===== src/rtl/morse_pkg.sv =====
// Shared definitions for the Morse sequence buffer: validity tag, fill pattern and lane check.
package morse_pkg;

    localparam logic [1:0]  SEQ_TAG_INVALID = 2'b11;
    localparam int unsigned SEQ_W_MAX       = 64;

    // All-ones pattern of width w, returned right-aligned in a SEQ_W_MAX-wide word.
    function automatic logic [SEQ_W_MAX-1:0] seq_fill(input int unsigned w);
        logic [SEQ_W_MAX-1:0] m;
        m = '0;
        for (int unsigned i = 0; i < SEQ_W_MAX; i++) begin
            if (i < w) m[i] = 1'b1;
        end
        return m;
    endfunction

    function automatic logic seq_is_valid(input logic [1:0] tag);
        return tag != SEQ_TAG_INVALID;
    endfunction

endpackage


===== src/rtl/morse_lane_pack.sv =====
// Compacts the two incoming lanes, dropping invalid-tagged codes and keeping lane order.
module morse_lane_pack
    import morse_pkg::*;
#(
    parameter int unsigned SEQ_W = 10
) (
    input  logic [SEQ_W-1:0] first_seq,
    input  logic [SEQ_W-1:0] sec_seq,
    output logic [1:0]       k,
    output logic [SEQ_W-1:0] older,
    output logic [SEQ_W-1:0] newer
);

    localparam logic [SEQ_W-1:0] FILL = SEQ_W'(seq_fill(SEQ_W));

    logic first_ok;
    logic sec_ok;

    always_comb begin
        first_ok = seq_is_valid(first_seq[SEQ_W-1 -: 2]);
        sec_ok   = seq_is_valid(sec_seq[SEQ_W-1 -: 2]);
        k        = 2'd0;
        older    = FILL;
        newer    = FILL;
        // A single surviving code always travels on the "newer" output.
        if (first_ok && sec_ok) begin
            k     = 2'd2;
            older = first_seq;
            newer = sec_seq;
        end else if (first_ok) begin
            k     = 2'd1;
            newer = first_seq;
        end else if (sec_ok) begin
            k     = 2'd1;
            newer = sec_seq;
        end
    end

endmodule


===== src/rtl/morse_seq_buffer.sv =====
// Morse sequence code store: shift-in push of up to two codes, oldest-first drain, snapshot port.
module morse_seq_buffer
    import morse_pkg::*;
#(
    parameter int unsigned SEQ_W     = 10,
    parameter int unsigned DEPTH     = 16,
    parameter bit          OVERWRITE = 1'b0,
    localparam int unsigned CW       = $clog2(DEPTH + 1)
) (
    input  logic                   clk,
    input  logic                   reset,
    input  logic                   clear,
    input  logic                   sent_flag,
    input  logic [SEQ_W-1:0]       first_seq,
    input  logic [SEQ_W-1:0]       sec_seq,
    input  logic                   enter,
    output logic [DEPTH*SEQ_W-1:0] o_sequence,
    output logic                   snap_valid,
    output logic                   rd_valid,
    input  logic                   rd_ready,
    output logic [SEQ_W-1:0]       rd_data,
    output logic [CW-1:0]          count,
    output logic                   full,
    output logic                   empty,
    output logic                   overflow
);

    localparam logic [SEQ_W-1:0] FILL = SEQ_W'(seq_fill(SEQ_W));

    logic [SEQ_W-1:0]       slot_q [DEPTH];
    logic [SEQ_W-1:0]       slot_d [DEPTH];
    logic [SEQ_W-1:0]       slot_p [DEPTH];
    logic [CW-1:0]          count_q, count_d;
    logic                   overflow_q, overflow_d;
    logic [DEPTH*SEQ_W-1:0] snap_q, snap_d;
    logic                   snap_valid_q, snap_valid_d;

    logic [1:0]             k;
    logic [SEQ_W-1:0]       older;
    logic [SEQ_W-1:0]       newer;
    logic                   pop;
    int unsigned            cnt_p;
    int unsigned            acc;
    int unsigned            drop;

    morse_lane_pack #(
        .SEQ_W (SEQ_W)
    ) u_lane_pack (
        .first_seq (first_seq),
        .sec_seq   (sec_seq),
        .k         (k),
        .older     (older),
        .newer     (newer)
    );

    assign count      = count_q;
    assign full       = (count_q == CW'(DEPTH));
    assign empty      = (count_q == '0);
    assign rd_valid   = !empty;
    assign overflow   = overflow_q;
    assign o_sequence = snap_q;
    assign snap_valid = snap_valid_q;

    always_comb begin
        rd_data = FILL;
        for (int unsigned i = 0; i < DEPTH; i++) begin
            if (i + 1 == 32'(count_q)) rd_data = slot_q[i];
        end
    end

    // Pop retires the oldest slot first; the push then shifts into the reduced occupancy.
    always_comb begin
        pop    = rd_valid && rd_ready;
        slot_p = slot_q;
        cnt_p  = 32'(count_q);
        if (pop) begin
            for (int unsigned i = 0; i < DEPTH; i++) begin
                if (i + 1 == cnt_p) slot_p[i] = FILL;
            end
            cnt_p = cnt_p - 1;
        end

        acc  = 0;
        drop = 0;
        if (sent_flag) begin
            if (OVERWRITE) begin
                acc  = 32'(k);
                drop = (cnt_p + acc > DEPTH) ? cnt_p + acc - DEPTH : 0;
            end else begin
                acc  = (32'(k) < DEPTH - cnt_p) ? 32'(k) : DEPTH - cnt_p;
                drop = 32'(k) - acc;
            end
        end

        // With only one lane accepted out of two, it is the older lane that lands in slot 0.
        slot_d = slot_p;
        for (int unsigned i = 0; i < DEPTH; i++) begin
            if (i < acc) begin
                slot_d[i] = (i + 1 == acc && k == 2'd2) ? older : newer;
            end else begin
                slot_d[i] = slot_p[i - acc];
            end
        end

        count_d    = CW'((cnt_p + acc > DEPTH) ? DEPTH : cnt_p + acc);
        overflow_d = overflow_q || (drop != 0);

        if (clear) begin
            for (int unsigned i = 0; i < DEPTH; i++) slot_d[i] = FILL;
            count_d    = '0;
            overflow_d = 1'b0;
        end
    end

    always_comb begin
        snap_d       = snap_q;
        snap_valid_d = enter;
        if (enter) begin
            for (int unsigned i = 0; i < DEPTH; i++) snap_d[i*SEQ_W +: SEQ_W] = slot_q[i];
        end
    end

    always_ff @(posedge clk or posedge reset) begin
        if (reset) begin
            for (int unsigned i = 0; i < DEPTH; i++) slot_q[i] <= FILL;
            count_q      <= '0;
            overflow_q   <= 1'b0;
            snap_q       <= '1;
            snap_valid_q <= 1'b0;
        end else begin
            slot_q       <= slot_d;
            count_q      <= count_d;
            overflow_q   <= overflow_d;
            snap_q       <= snap_d;
            snap_valid_q <= snap_valid_d;
        end
    end

endmodule

===== config.mk =====
export PLATFORM = sky130hd
export DESIGN_NAME = morse_seq_buffer
export DESIGN_NICKNAME = d
export VERILOG_FILES = /design/src/rtl/morse_pkg.sv /design/src/rtl/morse_lane_pack.sv /design/src/rtl/morse_seq_buffer.sv
export SDC_FILE = /design/constraint.sdc
export NUM_CORES = 1
export LEC_CHECK = 0
export ABC_AREA = 1
export CORE_ASPECT_RATIO = 0.5
export CORE_UTILIZATION = 30
export CTS_BUF_LIST = sky130_fd_sc_hd__clkbuf_8
export DETAILED_ROUTE_END_ITERATION = 10
export GPL_TIMING_DRIVEN = 1
export HOLD_SLACK_MARGIN = 0.02
export PLACE_DENSITY = 0.48
export SLEW_MARGIN = 10
export SYNTH_ARGS = -nofsm -noshare
export SYNTH_HDL_FRONTEND = slang
export SYNTH_SLANG_ARGS = --single-unit

===== constraint.sdc =====
create_clock -name clk -period 24.3 [get_ports clk]
set_input_delay 4.86 -clock clk [delete_from_list [all_inputs] [get_ports clk]]
set_output_delay 4.86 -clock clk [all_outputs]
set_load 0.1 [all_outputs]

==> results.toml <==
[status]
status = "finished, violations left"
violations = "DRC"

[detailed_routing]
routed_via_density = 5.08
first_pass_iters = 9
vias = 21832
drc = 8
post_drt_wl_per_cell_um = 21.2
drt_wl_total_um = 91300
drt-initial-drc-count = 2083
final_antenna_net_count = 0

[worst_setup_path]
cp.required_ps = 24870
crit_arrival_ps = 12020
ff2ff_setup_slack_ps = 16980
setup.worst_path.start_class = "input pin"
rr_worst_depth = 30
r2r-start = "count[0]$_DFF_PP0_"
crit_type = "input pin to flop"
startpoint = "rd_ready"
path_max_fanout = 52
worst_r2r_endpoint = "slot_q[153]$_DFF_PP1_"
cp-end-kind = "flop"

[sta]
slew_viol_final = 0
setup_violations = 0
fin_crit_ps = 11450
hold_viol = 0
final.setup.tns_ps = 0
tightestPinTransition_ps = 1140
fin_crit_sh_pct = 47.1
setup_ws_ps = 12850
whs_ps = 487
rsz0062_at_grt = "no"
worst_clock_skew_ps = 44.7
max-slew-margin-rel_pct = 24.2
max_freq_ghz = 0.0874

[power]
combPwrFrac_pct = 36.2
switchingPower_w = 0.000809
ir_worst_vdd_v = 0.0000343
netSwitchingFraction_pct = 44.1
p_clk_share_pct = 26.7
pwr_density_cell_mw_per_mm2 = 71.5
p_leak_nw = 11.9
intPower_w = 0.00102
pwr-share-seq_pct = 37.1

[clock_network]
post_cts_buffers = 0
post_cts_resized = 0
cts_sinks = 327
cts_htree_levels = 2
cts_tree = "done"
holdBufCountCts = 0
clk_latency_ps = 710
cts_root_buffer = "clkbuf_8"
numCtsBuffers = 55
clkTransAtPathRegs_ps = 60
cts_max_path_buffers = 3

[cells_and_area]
finalNonFillerCells = 4300
areaGrowthSynthToFinish_pct = 17.5
drive_gt1_share_pct = 14.0
mostFrequentLayoutCell = "nand2_1"
post-route-cell-area_sq_mm = 0.0256
nets = 3375
final_cell_mix = "nand2_1, inv_1, dfstp_2"

[synthesis]
synth_cells = 3176
synth.area.top_cells = "dfstp_2, nand2_1, inv_1"
synth_top_area_share_pct = 38.6
async_flop_share_pct = 100
synth_area_sq_mm = 0.0218
synth_ff_type = "dfstp_2"
synth_enable_flop_cells = 0
ys_seq_area_share_pct = 39.4
ys_seq_elements = 327
syn_avg_cell_area_sq_um = 6.87
yosys_warnings = 0
yosysTopAreaCell = "dfstp_2"
synth_cell_types = 55

[hold_path]
hold_class = "flop to flop"
hold_start = "o_sequence[117]$_DFFE_PP1P_"
whs_path_depth = 2
hold_path_end = "o_sequence[117]$_DFFE_PP1P_"

[floorplan]
io_pins = 206
start_util_pct = 30.5
die_h_um = 193
dieWidth_um = 383
core_area_sq_mm = 0.0715
fp.dieArea_sq_mm = 0.0738
rows = 69

[placement]
dp_hpwl_um = 68700
place.port_buffers = 205
dp.cells = 4205
placed_area_sq_mm = 0.0246
dp_slack_ps = 12260
place.gp.congestion = 0.950

[global_routing]
grt_pass1_wl_um = 133000
grt_antenna_before_repair = 3
grt_usage_pct = 24.2
grt_max_degree = 141
grt_pass1_vias = 20185
grt-ovfl-total = 0

[run]
drv_cap = 0
==> area by class of cell <==
type                       count  area [sq um]
clock buffer                  63           867
antenna                        3          7.51
clock inverter                29           131
tap                          958          1200
inverter                     449          1700
sequential                   327          8580
multi-input combinational   2246         10900
fill                        7813         45900
timing repair buffer         225          2220
==> logic make-up after synthesis <==
family          count (synthesis)  synth area share (%)
mux                             1                0.0459
fa+ha+maj                      45                  2.62
compound gates                829                  21.7
flops                         327                  39.4
xor+xnor                        6                 0.241
buf+inv                       623                  11.0
simple gates                 1344                  25.0
other cells                     1                0.0172
==> Yosys cell counts (8+ instances only) <==
cell type / count
inv_2: 17
a31oi_1: 8
nand2_2: 12
o221ai_1: 13
o32ai_1: 8
inv_1: 422
a22oi_1: 10
nand3_1: 130
a21oi_1: 234
o21ai_1: 127
nand2_1: 832
nor2_1: 311
buf_2: 24
o21ai_0: 244
dfstp_2: 320
ha_1: 44
buf_1: 13
clkinv_1: 9
clkbuf_1: 134
nand4_1: 10
o211ai_1: 162
nor3_1: 8
==> power groups by stage <==
stage	clock network (W)	logic (W)	registers, W
final	0.000490	0.000663	0.000679
after CTS	0.000502	0.000659	0.000679
after floorplan	0	0.000258	0.000895
after global placement	0	0.000656	0.000687
after detailed placement	0	0.000657	0.000686
after global routing	0.000525	0.000708	0.000685
==> layer usage <==
layer  vias to the layer above  track usage [%]  wire [um]
met5                         -                0          0
met4                         0             5.58       1720
met3                       111             3.27       5870
met2                       737             37.5      40500
met1                     10395             35.4      43300
li1                      10589                -          -
==> per-stage QoR <==
stage          power, W  utilization (%)
3_3_place_gp    0.00134             34.4
2_1_floorplan   0.00115                -
4_1_cts         0.00184             35.8
3_5_place_dp    0.00134             34.4
6_report        0.00183             35.8
5_1_grt         0.00192             35.8
==> state kept, by name, summed over array words and instances, names as in the netlist <==
signal      count
count           5
overflow        1
slot_q        160
o_sequence    160
snap_valid      1
==> worst max-delay path: stages <==
cell	delay, ps
clkdlybuf4s50_1	870
a21boi_4	650
nand2_1	140
nand2_2	130
inv_2	70
o21ai_0	410
nand2_1	100
ha_1	290
nand2_1	50
nor3_1	170
nand4_1	100
nor2_1	160
nand3_1	140
nor2_4	150
nand2_2	90
nand2_2	90
nand3_4	380
buf_4	510
ha_1	1170
inv_1	220
buf_4	340
o21ai_0	300
nand2_1	70
o21ai_1	120
inv_1	80
o21ai_1	180
nand3_1	100
==> worst max path at each step <==
stage | endpoint | slack [ps]
2_1_floorplan | count[0]$_DFF_PP0_ | 10910
3_3_place_gp | slot_q[159]$_DFF_PP1_ | 12520
3_5_place_dp | slot_q[153]$_DFF_PP1_ | 12260
4_1_cts | slot_q[153]$_DFF_PP1_ | 12980
5_1_grt | slot_q[153]$_DFF_PP1_ | 12350
6_report | slot_q[153]$_DFF_PP1_ | 12850
Power figures use the tool's default switching activity.
